--- config.mk ---
export PLATFORM = sky130hd
export DESIGN_NAME = vec_elem_mul_flat
export DESIGN_NICKNAME = d
export VERILOG_FILES = /design/src/rtl/vec_elem_mul.sv /design/src/rtl/vec_elem_mul_if.sv /design/src/flat_wrapper.sv
export SDC_FILE = /design/constraint.sdc
export NUM_CORES = 2
export LEC_CHECK = 0
export CAP_MARGIN = 20
export CORE_UTILIZATION = 55
export CTS_BUF_LIST = sky130_fd_sc_hd__clkbuf_2 sky130_fd_sc_hd__clkbuf_4 sky130_fd_sc_hd__clkbuf_8
export DETAILED_ROUTE_END_ITERATION = 7
export GPL_TIMING_DRIVEN = 0
export PLACE_DENSITY = 0.74
export SLEW_MARGIN = 20
export SYNTH_ARGS = -nofsm -noshare
export SYNTH_HDL_FRONTEND = slang
export SYNTH_SLANG_ARGS = --single-unit
--- constraint.sdc ---
create_clock -name clk -period 21.4 [get_ports clk]
set_clock_uncertainty 0.15 [all_clocks]
set_input_delay 5.35 -clock clk [delete_from_list [all_inputs] [get_ports clk]]
set_output_delay 5.35 -clock clk [all_outputs]
set_load 0.05 [all_outputs]
--- src/rtl/vec_elem_mul.sv ---
// Element-wise FP32 vector product, one mul_fp issue per cycle, tags tracked in vld/idx pipes.
// Optional feature macro: VEC_MUL_NONFINITE_EN (sticky Inf/NaN flag on writebacks).
package latency;
  localparam int MUL_FP = 3;
endpackage

// Three-stage FP32 multiplier: decode/multiply, normalise/round, pack. Subnormals read as zero.
module mul_fp (
  input  logic        clk,
  input  logic        areset,
  input  logic [31:0] a,
  input  logic [31:0] b,
  output logic [31:0] q
);
  logic a_zero, b_zero, a_inf, b_inf, a_nan, b_nan;
  logic s1_sign, s1_nan, s1_inf, s1_zero;
  logic signed [9:0] s1_exp;
  logic [47:0] s1_prod;
  logic s2_sign, s2_nan, s2_inf, s2_zero;
  logic signed [9:0] s2_exp;
  logic [22:0] s2_frac;
  logic signed [9:0] n_exp;
  logic [23:0] mant;
  logic [24:0] rnd;
  logic guard, sticky;
  logic [22:0] frac;

  assign a_zero = (a[30:23] == 8'h00);
  assign b_zero = (b[30:23] == 8'h00);
  assign a_inf  = (a[30:23] == 8'hFF) && (a[22:0] == 23'd0);
  assign b_inf  = (b[30:23] == 8'hFF) && (b[22:0] == 23'd0);
  assign a_nan  = (a[30:23] == 8'hFF) && (a[22:0] != 23'd0);
  assign b_nan  = (b[30:23] == 8'hFF) && (b[22:0] != 23'd0);

  // Round to nearest even on the 24-bit significand taken from the product's leading one.
  always_comb begin
    n_exp  = s1_exp;
    mant   = s1_prod[46:23];
    guard  = s1_prod[22];
    sticky = |s1_prod[21:0];
    if (s1_prod[47]) begin
      n_exp  = s1_exp + 10'sd1;
      mant   = s1_prod[47:24];
      guard  = s1_prod[23];
      sticky = |s1_prod[22:0];
    end
    rnd  = {1'b0, mant} + {24'd0, guard & (sticky | mant[0])};
    frac = rnd[24] ? rnd[23:1] : rnd[22:0];
    if (rnd[24]) n_exp = n_exp + 10'sd1;
  end

  always_ff @(posedge clk) begin
    if (areset) begin
      {s1_sign, s1_nan, s1_inf, s1_zero} <= '0;
      s1_exp  <= '0;
      s1_prod <= '0;
      {s2_sign, s2_nan, s2_inf, s2_zero} <= '0;
      s2_exp  <= '0;
      s2_frac <= '0;
      q       <= '0;
    end else begin
      s1_sign <= a[31] ^ b[31];
      s1_nan  <= a_nan | b_nan | (a_inf & b_zero) | (b_inf & a_zero);
      s1_inf  <= a_inf | b_inf;
      s1_zero <= a_zero | b_zero;
      s1_exp  <= {2'b00, a[30:23]} + {2'b00, b[30:23]} - 10'd127;
      s1_prod <= 48'({1'b1, a[22:0]}) * 48'({1'b1, b[22:0]});

      s2_sign <= s1_sign;
      s2_nan  <= s1_nan;
      s2_inf  <= s1_inf;
      s2_zero <= s1_zero;
      s2_exp  <= n_exp;
      s2_frac <= frac;

      if (s2_nan)                    q <= 32'h7FC0_0000;
      else if (s2_inf)               q <= {s2_sign, 8'hFF, 23'd0};
      else if (s2_zero)              q <= {s2_sign, 31'd0};
      else if (s2_exp >= 10'sd255)   q <= {s2_sign, 8'hFF, 23'd0};
      else if (s2_exp <= 10'sd0)     q <= {s2_sign, 31'd0};
      else                           q <= {s2_sign, s2_exp[7:0], s2_frac};
    end
  end
endmodule

module vec_elem_mul #(
  parameter int VECTOR_LEN  = 4,
  parameter int MUL_LATENCY = latency::MUL_FP   // mul_fp is hard-wired to 3 stages
) (
  input  logic           clk,
  input  logic           rst,
  vec_elem_mul_if.slave  bus
);
  localparam int IW = (VECTOR_LEN > 1) ? $clog2(VECTOR_LEN) : 1;
  localparam logic [IW-1:0] LAST = IW'(VECTOR_LEN - 1);

  typedef enum logic [1:0] {IDLE, ISSUE, DRAIN, DONE} state_t;

  state_t                      state;
  logic [VECTOR_LEN-1:0][31:0] copy_a, copy_b, result;
  logic [IW-1:0]               issue_idx;
  logic [31:0]                 op_a, op_b, mul_q;
  logic [MUL_LATENCY:0]        vld_pipe;
  logic [MUL_LATENCY:0][IW-1:0] idx_pipe;
  logic                        done;
  logic                        tail_vld;
  logic [IW-1:0]               tail_idx;

  assign tail_vld = vld_pipe[MUL_LATENCY];
  assign tail_idx = idx_pipe[MUL_LATENCY];

  mul_fp u_mul (.clk(clk), .areset(rst), .a(op_a), .b(op_b), .q(mul_q));

`ifdef VEC_MUL_NONFINITE_EN
  logic nonfinite;
  assign bus.nonfinite = nonfinite;
`endif

  assign bus.result = result;
  assign bus.done   = done;

  always_ff @(posedge clk) begin
    if (rst) begin
      state     <= IDLE;
      copy_a    <= '0;
      copy_b    <= '0;
      result    <= '0;
      issue_idx <= '0;
      op_a      <= '0;
      op_b      <= '0;
      vld_pipe  <= '0;
      idx_pipe  <= '0;
      done      <= 1'b0;
`ifdef VEC_MUL_NONFINITE_EN
      nonfinite <= 1'b0;
`endif
    end else begin
      vld_pipe <= {vld_pipe[MUL_LATENCY-1:0], 1'b0};
      idx_pipe <= {idx_pipe[MUL_LATENCY-1:0], issue_idx};

      // Writeback happens on every valid tail, including the edge that aborts.
      if (tail_vld) begin
        result[tail_idx] <= mul_q;
`ifdef VEC_MUL_NONFINITE_EN
        if (mul_q[30:23] == 8'hFF) nonfinite <= 1'b1;
`endif
      end

      case (state)
        IDLE: if (bus.enable) begin
          copy_a    <= bus.vec_a;
          copy_b    <= bus.vec_b;
          issue_idx <= '0;
          state     <= ISSUE;
`ifdef VEC_MUL_NONFINITE_EN
          nonfinite <= 1'b0;
`endif
        end
        ISSUE: begin
          if (!bus.enable) begin
            vld_pipe <= '0;
            state    <= IDLE;
          end else begin
            op_a        <= copy_a[issue_idx];
            op_b        <= copy_b[issue_idx];
            vld_pipe[0] <= 1'b1;
            if (issue_idx == LAST) state <= DRAIN;
            else                   issue_idx <= issue_idx + IW'(1);
          end
        end
        DRAIN: begin
          if (!bus.enable) begin
            vld_pipe <= '0;
            state    <= IDLE;
          end else if (tail_vld && tail_idx == LAST) begin
            done  <= 1'b1;
            state <= DONE;
          end
        end
        DONE: if (!bus.enable) begin
          done  <= 1'b0;
          state <= IDLE;
        end
        default: state <= IDLE;
      endcase
    end
  end
endmodule

--- src/rtl/vec_elem_mul_if.sv ---
// Handshake/data bundle between a vec_elem_mul issuer and the multiplier block.
// The nonfinite flag exists only when VEC_MUL_NONFINITE_EN is defined.
interface vec_elem_mul_if #(parameter int VECTOR_LEN = 4);
  logic                        enable;
  logic [VECTOR_LEN-1:0][31:0] vec_a;
  logic [VECTOR_LEN-1:0][31:0] vec_b;
  logic [VECTOR_LEN-1:0][31:0] result;
  logic                        done;
`ifdef VEC_MUL_NONFINITE_EN
  logic                        nonfinite;
  modport master (output enable, vec_a, vec_b, input result, done, nonfinite);
  modport slave  (input enable, vec_a, vec_b, output result, done, nonfinite);
`else
  modport master (output enable, vec_a, vec_b, input result, done);
  modport slave  (input enable, vec_a, vec_b, output result, done);
`endif
endinterface

--- src/flat_wrapper.sv ---
// flat-port wrapper written by rule: the top's interface ports become plain ports
module vec_elem_mul_flat 
#(
  parameter int VECTOR_LEN  = 4,
  parameter int MUL_LATENCY = latency::MUL_FP                                      
)
  (clk, rst, bus_enable, bus_vec_a, bus_vec_b, bus_result, bus_done);
  vec_elem_mul_if #(.VECTOR_LEN(VECTOR_LEN)) bus_i ();
  input  logic clk;
  input  logic rst;
  input wire logic [$bits(bus_i.enable)-1:0] bus_enable;
  input wire logic [$bits(bus_i.vec_a)-1:0] bus_vec_a;
  input wire logic [$bits(bus_i.vec_b)-1:0] bus_vec_b;
  output wire logic [$bits(bus_i.result)-1:0] bus_result;
  output wire logic [$bits(bus_i.done)-1:0] bus_done;
  assign bus_i.enable = bus_enable;
  assign bus_i.vec_a = bus_vec_a;
  assign bus_i.vec_b = bus_vec_b;
  assign bus_result = bus_i.result;
  assign bus_done = bus_i.done;
  vec_elem_mul #(.VECTOR_LEN(VECTOR_LEN), .MUL_LATENCY(MUL_LATENCY)) u_core (.clk(clk), .rst(rst), .bus(bus_i));
endmodule
==> results.sh <==
export IMPL_timing_final_crit_share=0.408
export IMPL_timing_critical_path_to="u_core.u_mul.s1_prod[45]$_SDFF_PP0_"
export IMPL_gr_usage_met2=0.568
export IMPL_post_cts_buffers=0
export IMPL_register_to_register_path_setup_slack_ns=12.68
export IMPL_power_combinational_fraction=0.119
export IMPL_report_final_slew_viol_count=0
export IMPL_yosys_top_cells_area="dfxtp_1 (29%), fa_1 (23%), nand2_1 (11%)"
export IMPL_reg2regPathDepth=22
export IMPL_synth_flop_cell="dfxtp_1"
export IMPL_routedWlPerCell_um=21.0
export IMPL_clock_insertion_delay_worst_skew_ns=0.71
export IMPL_number_of_standard_cells_in_the_final_layout_excluding_fillers=6388
export IMPL_critical_path_arrival_ns=9.15
export IMPL_p_int_uw=1820
export IMPL_dp_final_hpwl_um=108000
export IMPL_grt_use_met3=0.0779
export IMPL_power_switching_uw=665
export IMPL_worst_setup_hold_path_clk_slew_ns=0.06
export IMPL_max_cap_viol_count=0
export IMPL_detail_route_antenna_nets=0
export IMPL_p_per_area_nw_per_um2=50.9
export IMPL_flip_flop_and_latch_count_after_synthesis=596
export IMPL_finalWirelength_um=134000
export IMPL_synth_top_area_frac=0.285
export IMPL_gr_usage_all_layers=0.348
export IMPL_report_power_total_uw=2490
export IMPL_initial_utilization=0.559
export IMPL_via_per_inst=5.57
export IMPL_timing_worst_setup_path_type="reg -> reg"
export IMPL_tns_ns=0
export IMPL_start_kind="flip-flop"
export IMPL_netlist_top_cell_by_area="dfxtp_1"
export IMPL_placer_congestion_estimate=1.02
export IMPL_worstPathMaxFanout=10
export IMPL_slowest_delay_ns=0.69
export IMPL_maximum_number_of_buffers_from_clock_root_to_sink=3
export IMPL_timing_critical_path_required_ns=21.83
export IMPL_cp_num_buf_inv=5
export IMPL_antenna_found_initial=2
export IMPL_port_buffers=386
export IMPL_critical_path_top_delay_family="adder cells"
export IMPL_setup_violations_final=0
export IMPL_ys_warn_count=0
export IMPL_rows=100
export IMPL_cp_depth=22
export IMPL_power_sequential_fraction=0.477
export IMPL_drt_pre_antenna_iters=6
export IMPL_worst_slew_pin_slew_ns=1.12
export IMPL_post_route_min_period_ns=8.72
export IMPL_synth_lib_cells_used_distinct=68
export IMPL_crit_path_end_kind="flip-flop"
export IMPL_switching_fraction=0.268
export IMPL_min_delay_start="u_core.u_mul.s2_frac[3]$_SDFF_PP0_"
export IMPL_via_count=35600
export IMPL_crit_start="u_core.op_a[5]$_SDFFE_PP0P_"
export IMPL_drc_errors=0
export IMPL_outcome="completed"
export IMPL_drive_above_1_share=0.0506
export IMPL_first_global_vias=35500
export IMPL_dp_cells=6226
export IMPL_synth_async_reset_ratio=0
export IMPL_path_cells="clkbuf_1 -> inv_1 -> nor2_1 -> fa_1 -> fa_1 -> fa_1 -> fa_1 -> fa_1 -> fa_1 -> inv_1 -> fa_1 -> inv_1 -> ha_1 -> clkbuf_1 -> nand4_1 -> or2_2 -> a311oi_1 -> a21oi_1 -> o41ai_2 -> nand3_1 -> a211oi_1 -> mux2_2"
export IMPL_dr_first_iter_drc_count=2629
export IMPL_grt_busiest_layer="met2"
export IMPL_maximum_clock_frequency_ghz=0.115
export IMPL_synth_nets=5809
export IMPL_post_synthesis_to_final_layout_area_growth_pct=16.9
export IMPL_leakage_uw=0.0203
export IMPL_instance_count_of_the_mapped_netlist=4871
export IMPL_synth_area_per_cell_um2=8.59
export IMPL_num_nets_final=6290
export IMPL_cts_root_buffer_cell="clkbuf_8"
export IMPL_grt_max_degree=15
export IMPL_path_category_of_the_worst_min_delay_check="reg -> reg"
export IMPL_synth_area_um2=41800
export IMPL_seq_area_frac_synth=0.285
export IMPL_hold_bufs_inserted_after_cts=0
export IMPL_h_tree_depth=3
export IMPL_reg_to_reg_critical_path_startpoint="u_core.op_a[5]$_SDFFE_PP0P_"
export IMPL_utilization=0.653
export IMPL_timing_critical_path_slowest_stage_cell="clkbuf_1"
export IMPL_coreArea_um2=74800
export IMPL_power_clock_fraction=0.404
export IMPL_routing_usage_on_met1=0.439
export IMPL_resized_after_cts=0
export IMPL_crit_top_cell="fa_1"
export IMPL_slew_headroom=0.256
export IMPL_tritoncts_clock_tree="done"
export IMPL_final_hold_viol_count=0
export IMPL_worst_ir_drop_vdd_uv=45.7
export IMPL_cts_sinks=596
export IMPL_die_w_um=278
export IMPL_grt_overflow_total=0
export IMPL_grt_setup_unrepaired="no"
export IMPL_synth_edf_count=0
export IMPL_chipHeight_um=278
export IMPL_inserted_clock_buffers=93
export IMPL_design_die_area_um2=77200
export IMPL_r2r_end="u_core.u_mul.s1_prod[45]$_SDFF_PP0_"
export IMPL_grt_first_pass_wirelength_um=204000
export IMPL_io_pins=388
## routing by layer
metal / share of wire / vias to the layer above
li1: - / 16200
met5: 0 / -
met1: 0.39 / 17300
met4: 0.052 / 0
met3: 0.088 / 409
met2: 0.47 / 1625
## final cells by class
cell class                 instances  area (um2)
antenna                            1        2.50
buffer                           298        1140
clock buffer                     146        1850
clock inverter                    15         133
fill                            6440       25900
inverter                         591        2220
multi-input combinational       3386       26500
sequential                       596       11900
tap                              969        1210
timing repair buffer             386        3860
## layout by cell type (no fill, tap or decap), types with 14 or more instances in the layout
cell,count
dfxtp_1,596
nor2_1,148
and2_1,276
xor2_1,32
inv_1,589
nor2b_1,34
clkbuf_8,120
clkbuf_4,26
nand2_1,1221
o21ai_0,42
nor3_1,19
nand4_1,29
a21o_1,23
clkbuf_1,272
xnor2_1,52
nor4_1,24
and3_1,15
buf_1,16
mux4_2,64
mux2i_1,16
fa_1,483
ha_1,196
nand3_1,21
clkdlybuf4s50_1,386
a21oi_1,531
o21bai_1,14
## metrics by stage
step	setup slack (ns)	hold WS (ns)	instance area [um2]
CTS	12.88	0.254	48900
floorplan	14.53	0.256	41800
global placement	12.86	0.259	46900
finish	12.68	0.261	48900
global route	12.49	0.273	48900
detailed placement	12.92	0.262	46900
## worst register-to-register path, delay by kind of cell (launching register included)
family	cells	cell delay, ns
adder cells (fa/ha/maj)	8	3.60
buffers and inverters	5	1.53
AO/OA/AOI/OAI	4	1.30
AND/OR/NAND/NOR	4	0.99
flip-flops	1	0.66
multiplexers	1	0.37
## sequential cells by signal, summed over array words and instances (netlist names)
name,flops
u_core.bus.done,1
u_core.bus.result,128
u_core.copy_a,128
u_core.copy_b,128
u_core.idx_pipe,6
u_core.issue_idx,2
u_core.op_a,32
u_core.op_b,32
u_core.state,2
u_core.tail_idx,2
u_core.u_mul.q,32
u_core.u_mul.s1_exp,10
u_core.u_mul.s1_inf,1
u_core.u_mul.s1_nan,1
u_core.u_mul.s1_prod,48
u_core.u_mul.s1_sign,1
u_core.u_mul.s1_zero,1
u_core.u_mul.s2_exp,10
u_core.u_mul.s2_frac,23
u_core.u_mul.s2_inf,1
u_core.u_mul.s2_nan,1
u_core.u_mul.s2_sign,1
u_core.u_mul.s2_zero,1
u_core.vld_pipe,4
## worst min path at each step
stage | cells past startpoint | to | slack [ns]
after floorplan | 1 | u_core.u_mul.q[0]$_SDFF_PP0_ | 0.26
after CTS | 1 | u_core.u_mul.q[0]$_SDFF_PP0_ | 0.25
after global placement | 1 | u_core.vld_pipe[2]$_SDFF_PP0_ | 0.26
after global routing | 1 | u_core.u_mul.q[3]$_SDFF_PP0_ | 0.27
after detailed placement | 1 | u_core.u_mul.q[11]$_SDFF_PP0_ | 0.26
final | 1 | u_core.u_mul.q[3]$_SDFF_PP0_ | 0.26
## cell families (layout without fill, tap and decap cells)
kind of cell | after synthesis | after routing | share of synthesized area
buffers and inverters | 889 | 1436 | 0.0804
AOI/OAI and AO/OA | 695 | 695 | 0.0921
muxes | 88 | 88 | 0.0404
and+or+nand+nor | 1840 | 1840 | 0.194
other | 0 | 1 | 0
DFF | 596 | 596 | 0.285
xor gates and xnor gates | 84 | 84 | 0.0176
adders and majority gates | 679 | 679 | 0.290
## power groups by stage
stage               logic, uW  registers, uW  clock network, uW
floorplan                 161           1190                  0
global placement          286           1210                  0
detailed placement        290           1210                  0
CTS                       291           1180               1020
global route              318           1190               1060
finish                    295           1190               1010
## Yosys cell counts, types with 29 or more instances
| master | count |
|---|---|
| nand2_1 | 1221 |
| dfxtp_1 | 596 |
| inv_1 | 589 |
| a21oi_1 | 531 |
| fa_1 | 483 |
| and2_1 | 276 |
| clkbuf_1 | 272 |
| ha_1 | 196 |
| nor2_1 | 148 |
| mux4_2 | 64 |
| xnor2_1 | 52 |
| o21ai_0 | 42 |
| nor2b_1 | 34 |
| xor2_1 | 32 |
| nand4_1 | 29 |
Power figures use the tool's default switching activity.
